<file path="config.mk">
export PLATFORM = sky130hd
export DESIGN_NAME = mmio_uart_tx
export DESIGN_NICKNAME = d
export VERILOG_FILES = /design/src/rtl/mmio_uart_tx_pkg.sv /design/src/rtl/uart_tx_fifo.sv /design/src/rtl/mmio_uart_tx.sv
export SDC_FILE = /design/constraint.sdc
export NUM_CORES = 1
export LEC_CHECK = 0
export BUFFER_PORTS_ARGS = -buffer_cell sky130_fd_sc_hd__buf_2
export CORE_ASPECT_RATIO = 2
export CORE_MARGIN = 5
export CORE_UTILIZATION = 50
export DETAILED_ROUTE_END_ITERATION = 8
export GPL_TIMING_DRIVEN = 0
export HOLD_SLACK_MARGIN = 0.03
export PLACE_DENSITY = 0.72
export SLEW_MARGIN = 20
export SYNTH_ARGS = -nofsm -noshare
export SYNTH_HDL_FRONTEND = slang
export SYNTH_SLANG_ARGS = --single-unit
</file>
<file path="constraint.sdc">
create_clock -name i_clk -period 3.37 [get_ports i_clk]
set_clock_uncertainty 0.15 [all_clocks]
set_input_delay 0.1685 -clock i_clk [delete_from_list [all_inputs] [get_ports i_clk]]
set_output_delay 0.1685 -clock i_clk [all_outputs]
set_load 0.01 [all_outputs]
</file>
<file path="src/rtl/mmio_uart_tx_pkg.sv">
// Shared definitions for the memory-mapped UART transmitter:
// register offsets, STATUS/CTRL bit positions and FSM state encoding.
package mmio_uart_tx_pkg;

    // Register select, taken from address bits [3:2]
    localparam logic [1:0] RegTxdata = 2'd0;
    localparam logic [1:0] RegStatus = 2'd1;
    localparam logic [1:0] RegCtrl   = 2'd2;

    localparam int unsigned StatusBusy   = 0;
    localparam int unsigned StatusFull   = 1;
    localparam int unsigned StatusEmpty  = 2;
    localparam int unsigned StatusOvf    = 3;
    localparam int unsigned StatusCntLsb = 8;
    localparam int unsigned StatusCntW   = 4;

    localparam int unsigned CtrlTxEn  = 0;
    localparam int unsigned CtrlIrqEn = 1;

    typedef enum logic [1:0] {
        StIdle,
        StStart,
        StData,
        StStop
    } tx_state_e;

endpackage

</file>
<file path="src/rtl/uart_tx_fifo.sv">
// Synchronous byte FIFO with registered occupancy count.
// A push into a full FIFO is accepted only when a pop happens in the same cycle.
module uart_tx_fifo #(
    parameter int unsigned Depth = 8,
    parameter int unsigned Width = 8,
    localparam int unsigned PtrW = $clog2(Depth),
    localparam int unsigned CntW = PtrW + 1
) (
    input  logic            clk_i,
    input  logic            rst_i,
    input  logic            push_i,
    input  logic [Width-1:0] wdata_i,
    input  logic            pop_i,
    output logic [Width-1:0] rdata_o,
    output logic            full_o,
    output logic            empty_o,
    output logic [CntW-1:0] count_o
);

    logic [Width-1:0] mem_q [Depth];
    logic [PtrW-1:0]  wr_ptr_q;
    logic [PtrW-1:0]  rd_ptr_q;
    logic [CntW-1:0]  count_q;
    logic             do_push;
    logic             do_pop;

    assign do_pop  = pop_i && !empty_o;
    assign do_push = push_i && (!full_o || do_pop);

    always_ff @(posedge clk_i) begin
        if (rst_i) begin
            wr_ptr_q <= '0;
            rd_ptr_q <= '0;
            count_q  <= '0;
        end else begin
            if (do_push) wr_ptr_q <= wr_ptr_q + 1'b1;
            if (do_pop)  rd_ptr_q <= rd_ptr_q + 1'b1;
            case ({do_push, do_pop})
                2'b10:   count_q <= count_q + 1'b1;
                2'b01:   count_q <= count_q - 1'b1;
                default: ;
            endcase
        end
    end

    always_ff @(posedge clk_i) begin
        if (do_push) mem_q[wr_ptr_q] <= wdata_i;
    end

    assign rdata_o = mem_q[rd_ptr_q];
    assign full_o  = (count_q == CntW'(Depth));
    assign empty_o = (count_q == '0);
    assign count_o = count_q;

endmodule

</file>
<file path="src/rtl/mmio_uart_tx.sv">
// Memory-mapped 8N1 UART transmitter: register file, TX FIFO, frame FSM and baud counter.
// o_tx is registered from the FSM, so the line lags the FSM state by one cycle.
module mmio_uart_tx
    import mmio_uart_tx_pkg::*;
#(
    parameter int unsigned WIDTH      = 32,
    parameter int unsigned CLK_DIV    = 16,
    parameter int unsigned FIFO_DEPTH = 8
) (
    input  logic             i_clk,
    input  logic             i_rst,
    input  logic             i_sel,
    input  logic             i_we,
    input  logic [3:0]       i_add,
    input  logic [WIDTH-1:0] i_w_data,
    output logic [WIDTH-1:0] o_r_data,
    output logic             o_tx,
    output logic             o_irq
);

    localparam int unsigned CntW  = $clog2(FIFO_DEPTH) + 1;
    localparam int unsigned BaudW = $clog2(CLK_DIV);
    localparam logic [BaudW-1:0] BaudLoad = BaudW'(CLK_DIV - 1);

    tx_state_e        state_q;
    logic [BaudW-1:0] baud_q;
    logic [2:0]       bit_cnt_q;
    logic [7:0]       shreg_q;
    logic             tx_q;
    logic             tx_en_q;
    logic             irq_en_q;
    logic             ovf_q;

    logic             wr_en;
    logic [1:0]       reg_sel;
    logic             push;
    logic             bit_end;
    logic             start_frame;
    logic             push_rejected;
    logic [7:0]       fifo_rdata;
    logic             fifo_full;
    logic             fifo_empty;
    logic [CntW-1:0]  fifo_count;
    logic             unused_bits;

    assign wr_en   = i_sel && i_we && !i_rst;
    assign reg_sel = i_add[3:2];
    assign push    = wr_en && (reg_sel == RegTxdata);
    assign bit_end = (baud_q == '0);

    // A new frame starts from IDLE, or straight out of the last STOP cycle with no gap
    assign start_frame = tx_en_q && !fifo_empty &&
                         ((state_q == StIdle) || ((state_q == StStop) && bit_end));
    assign push_rejected = push && fifo_full && !start_frame;

    uart_tx_fifo #(
        .Depth (FIFO_DEPTH),
        .Width (8)
    ) u_fifo (
        .clk_i   (i_clk),
        .rst_i   (i_rst),
        .push_i  (push),
        .wdata_i (i_w_data[7:0]),
        .pop_i   (start_frame),
        .rdata_o (fifo_rdata),
        .full_o  (fifo_full),
        .empty_o (fifo_empty),
        .count_o (fifo_count)
    );

    always_ff @(posedge i_clk) begin
        if (i_rst) begin
            ovf_q    <= 1'b0;
            tx_en_q  <= 1'b1;
            irq_en_q <= 1'b0;
        end else begin
            if (push_rejected) begin
                ovf_q <= 1'b1;
            end else if (wr_en && (reg_sel == RegStatus) && i_w_data[StatusOvf]) begin
                ovf_q <= 1'b0;
            end
            if (wr_en && (reg_sel == RegCtrl)) begin
                tx_en_q  <= i_w_data[CtrlTxEn];
                irq_en_q <= i_w_data[CtrlIrqEn];
            end
        end
    end

    always_ff @(posedge i_clk) begin
        if (i_rst) begin
            state_q   <= StIdle;
            baud_q    <= BaudLoad;
            bit_cnt_q <= '0;
            shreg_q   <= '0;
            tx_q      <= 1'b1;
        end else begin
            baud_q <= bit_end ? BaudLoad : baud_q - 1'b1;
            unique case (state_q)
                StIdle: begin
                    tx_q   <= 1'b1;
                    baud_q <= BaudLoad;
                    if (start_frame) begin
                        state_q <= StStart;
                        shreg_q <= fifo_rdata;
                    end
                end
                StStart: begin
                    tx_q <= 1'b0;
                    if (bit_end) begin
                        state_q   <= StData;
                        bit_cnt_q <= '0;
                    end
                end
                StData: begin
                    tx_q <= shreg_q[0];
                    if (bit_end) begin
                        shreg_q   <= {1'b0, shreg_q[7:1]};
                        bit_cnt_q <= bit_cnt_q + 1'b1;
                        if (bit_cnt_q == 3'd7) state_q <= StStop;
                    end
                end
                StStop: begin
                    tx_q <= 1'b1;
                    if (bit_end) begin
                        if (start_frame) begin
                            state_q <= StStart;
                            shreg_q <= fifo_rdata;
                        end else begin
                            state_q <= StIdle;
                        end
                    end
                end
            endcase
        end
    end

    always_comb begin
        o_r_data = '0;
        case (reg_sel)
            RegStatus: begin
                o_r_data[StatusBusy]  = (state_q != StIdle);
                o_r_data[StatusFull]  = fifo_full;
                o_r_data[StatusEmpty] = fifo_empty;
                o_r_data[StatusOvf]   = ovf_q;
                o_r_data[StatusCntLsb +: StatusCntW] = StatusCntW'(fifo_count);
            end
            RegCtrl: begin
                o_r_data[CtrlTxEn]  = tx_en_q;
                o_r_data[CtrlIrqEn] = irq_en_q;
            end
            default: ;
        endcase
    end

    assign o_tx  = tx_q;
    assign o_irq = irq_en_q && fifo_empty && (state_q == StIdle);

    assign unused_bits = ^{i_add[1:0], i_w_data[WIDTH-1:8]};

endmodule
</file>
==> flow_metrics.env <==
export IMPL_status="complete, no violations"
export IMPL_post_cts_buffers=0
export IMPL_fmax_mhz=318
export IMPL_tightest_slew_ns=0.887
export IMPL_hpwl_um=6480
export IMPL_route_detailed_drc=0
export IMPL_synth_top_area_frac=0.431
export IMPL_cts_hold_buf=8
export IMPL_synth_edf_count=64
export IMPL_drt_first_iter_violations=136
export IMPL_regArea_um2=2600
export IMPL_cts_sinks=98
export IMPL_finalWirelength_um=8920
export IMPL_drive_gt1_frac=0.261
export IMPL_syn_inst=327
export IMPL_multi_input_area_um2=1640
export IMPL_n_antenna_cell=0
export IMPL_ys_warn_count=0
export IMPL_synthTopCellsByArea="edfxtp_1, dfxtp_1, mux4_2"
export IMPL_end_kind="flip-flop"
export IMPL_slew_headroom=0.406
export IMPL_grt_util_met1=0.162
export IMPL_cellInternalPower_mw=2.46
export IMPL_async_reset_ff_frac=0
export IMPL_grt_first_pass_wirelength_um=14100
export IMPL_yosys_register_bits=98
export IMPL_dieArea_um2=11000
export IMPL_cts_tree="yes"
export IMPL_cp_start_kind="flip-flop"
export IMPL_ys_types=59
export IMPL_antenna_found_initial=0
export IMPL_start_util=0.512
export IMPL_fin_tns_setup_ns=0
export IMPL_power_switching_mw=1.16
export IMPL_hold_ws_ns=0.130
export IMPL_ys_seq_area_frac=0.584
export IMPL_drt_pass1_iter_count=5
export IMPL_leakagePower_nw=2.01
export IMPL_vdd_drop_max_mv=0.470
export IMPL_sequentialPowerShare=0.400
export IMPL_fin_crit_ns=3.14
export IMPL_cts_made_buffers=9
export IMPL_hold_path_class="input port to flip-flop"
export IMPL_core_area_um2=8710
export IMPL_crit_path_max_fanout=8
export IMPL_final_antenna_net_count=0
export IMPL_routedWlPerCell_um=17.9
export IMPL_power_frac_comb=0.317
export IMPL_n_fill_cell=693
export IMPL_grt_max_degree=18
export IMPL_pwr_density_cell_nw_per_um2=694
export IMPL_area_growth_pct=16.7
export IMPL_vias=2719
export IMPL_setup_viol=0
export IMPL_finalHoldViolations=0
export IMPL_synth_main_ff_cell="edfxtp_1"
export IMPL_clkPwrFrac=0.283
export IMPL_met2_usage=0.329
export IMPL_numPortBuffers=23
export IMPL_finalInstanceArea_um2=5200
export IMPL_slew_violations=0
export IMPL_globalRouteMet3Util=0.0276
export IMPL_htreeDepth=3
export IMPL_io_pins=74
export IMPL_die_w_um=76.8
export IMPL_gp_congestion=0.759
export IMPL_clk_latency_ns=0.34
export IMPL_die_y_um=144
export IMPL_clk_pin_slew_ns=0.06
export IMPL_rsz0062_at_grt="false"
export IMPL_num_nets_final=450
export IMPL_cts_buffer_depth=2
export IMPL_row_count=48
export IMPL_grt_pass1_vias=2790
export IMPL_fin_crit_sh=0.933
export IMPL_dpl_cell_area_um2=4820
export IMPL_cts_resized=0
export IMPL_routed_via_density=5.46
export IMPL_grt_use_total=0.170
export IMPL_sw_frac_of_total=0.320
export IMPL_max_cap_violations=0
export IMPL_worstPathRequired_ns=3.49
export IMPL_syn_avg_cell_area_um2=13.6
export IMPL_critical_path_class="flip-flop to flip-flop"
export IMPL_cts_root_buf="clkbuf_16"
export IMPL_yosysTopAreaCell="edfxtp_1"
export IMPL_critPathArrivalTime_ns=3.26
export IMPL_overflow=0
export IMPL_finalPower_mw=3.61
export IMPL_grt_busiest_layer="met2"
export IMPL_syn_cell_area_um2=4460
[layer usage]
metal | part of all wire | vias up
li1 | - | 1301
met1 | 0.35 | 1322
met2 | 0.58 | 74
met3 | 0.033 | 22
met4 | 0.039 | 0
met5 | 0 | -
[state kept, by name (all words and copies together) (netlist names), 2 cells and up, named ones only]
register,cells
baud_q,4
bit_cnt_q,3
shreg_q,8
state_q,2
u_fifo.count_o,4
u_fifo.mem_q,64
u_fifo.rd_ptr_q,3
u_fifo.wr_ptr_q,3
[critical path, stage by stage (launching register included)]
cell,delay (ns)
dfxtp_1,0.33
buf_6,0.14
o41ai_4,0.52
a21o_4,0.18
inv_4,0.07
o21ai_4,0.32
ha_1,0.33
xor2_1,0.17
ha_1,0.17
a21oi_1,0.05
xor2_1,0.16
or3_1,0.33
a21oi_1,0.14
[power groups by stage]
stage	Clock (mW)	Combinational (mW)	Sequential [mW]
after global routing	1.08	1.27	1.46
after floorplan	0	0.864	1.46
after global placement	0	1.10	1.46
final	1.02	1.14	1.45
after detailed placement	0	1.13	1.47
after CTS	1.04	1.15	1.44
[cell usage in the layout, fill, tap and decap left out, types with 5 or more instances in the layout]
| cell type | n |
|---|---|
| edfxtp_1 | 64 |
| ha_1 | 17 |
| conb_1 | 24 |
| nor2_1 | 15 |
| buf_2 | 26 |
| dlygate4sd3_1 | 8 |
| nand2_1 | 12 |
| and2_1 | 6 |
| mux2i_1 | 5 |
| a21oi_1 | 16 |
| dfxtp_1 | 34 |
| inv_1 | 17 |
| mux4_2 | 16 |
| clkbuf_16 | 9 |
| nor2b_1 | 6 |
| o22ai_1 | 7 |
| a22o_1 | 7 |
| buf_4 | 26 |
| clkbuf_1 | 5 |
[final timing paths]
kind	start	end	slack (ns)	depth (start not counted)
hold / removal	i_we	ovf_q	0.13	4
setup / recovery	u_fifo.count_o[0]	u_fifo.count_o[2]	0.23	12
setup reg to reg	u_fifo.count_o[0]	u_fifo.count_o[2]	0.23	12
hold reg to reg	baud_q[0]	baud_q[0]	0.25	1
[cell families (layout without fill, tap and decap cells)]
family                     count (synthesis)  in the layout  synth area share
other                                      1             24          0.000841
buffers and inverters                     56            104            0.0733
adders and majority gates                 17             17            0.0477
and+or+nand+nor                           72             72            0.0912
DFF                                       98             98             0.584
muxes                                     24             24             0.100
AOI/OAI and AO/OA                         52             52            0.0890
xor gates and xnor gates                   7              7            0.0138
[cells in the mapped netlist (3+ instances only)]
| library cell | count |
|---|---|
| a22o_1 | 7 |
| nand2_1 | 12 |
| nor2_1 | 15 |
| o22ai_1 | 7 |
| nand2b_1 | 4 |
| a21oi_1 | 16 |
| xnor2_1 | 3 |
| mux2i_1 | 5 |
| nor3_1 | 7 |
| buf_4 | 25 |
| ha_1 | 17 |
| dfxtp_1 | 34 |
| buf_2 | 3 |
| mux4_2 | 16 |
| clkbuf_1 | 5 |
| xor2_1 | 4 |
| inv_1 | 17 |
| edfxtp_1 | 64 |
| or3_1 | 4 |
| nor2b_1 | 6 |
| and2_1 | 6 |
[metrics by stage]
step           worst slack, ns  cells   util
6_report                 0.226    498  0.597
5_1_grt                 0.0735    498  0.597
4_1_cts                  0.239    498  0.597
3_5_place_dp             0.274    474  0.553
3_3_place_gp            -0.184    473  0.549
2_1_floorplan            0.697    350      -
[area by class of cell]
class	instances	share of cell area
Sequential cell	98	0.500
Multi-Input combinational cell	196	0.316
Buffer	38	0.0493
Clock buffer	9	0.0433
Timing Repair Buffer	32	0.0390
Tap cell	100	0.0241
Clock inverter	7	0.0152
Inverter	18	0.0135
No activity file was read; power rests on OpenSTA's default activity.
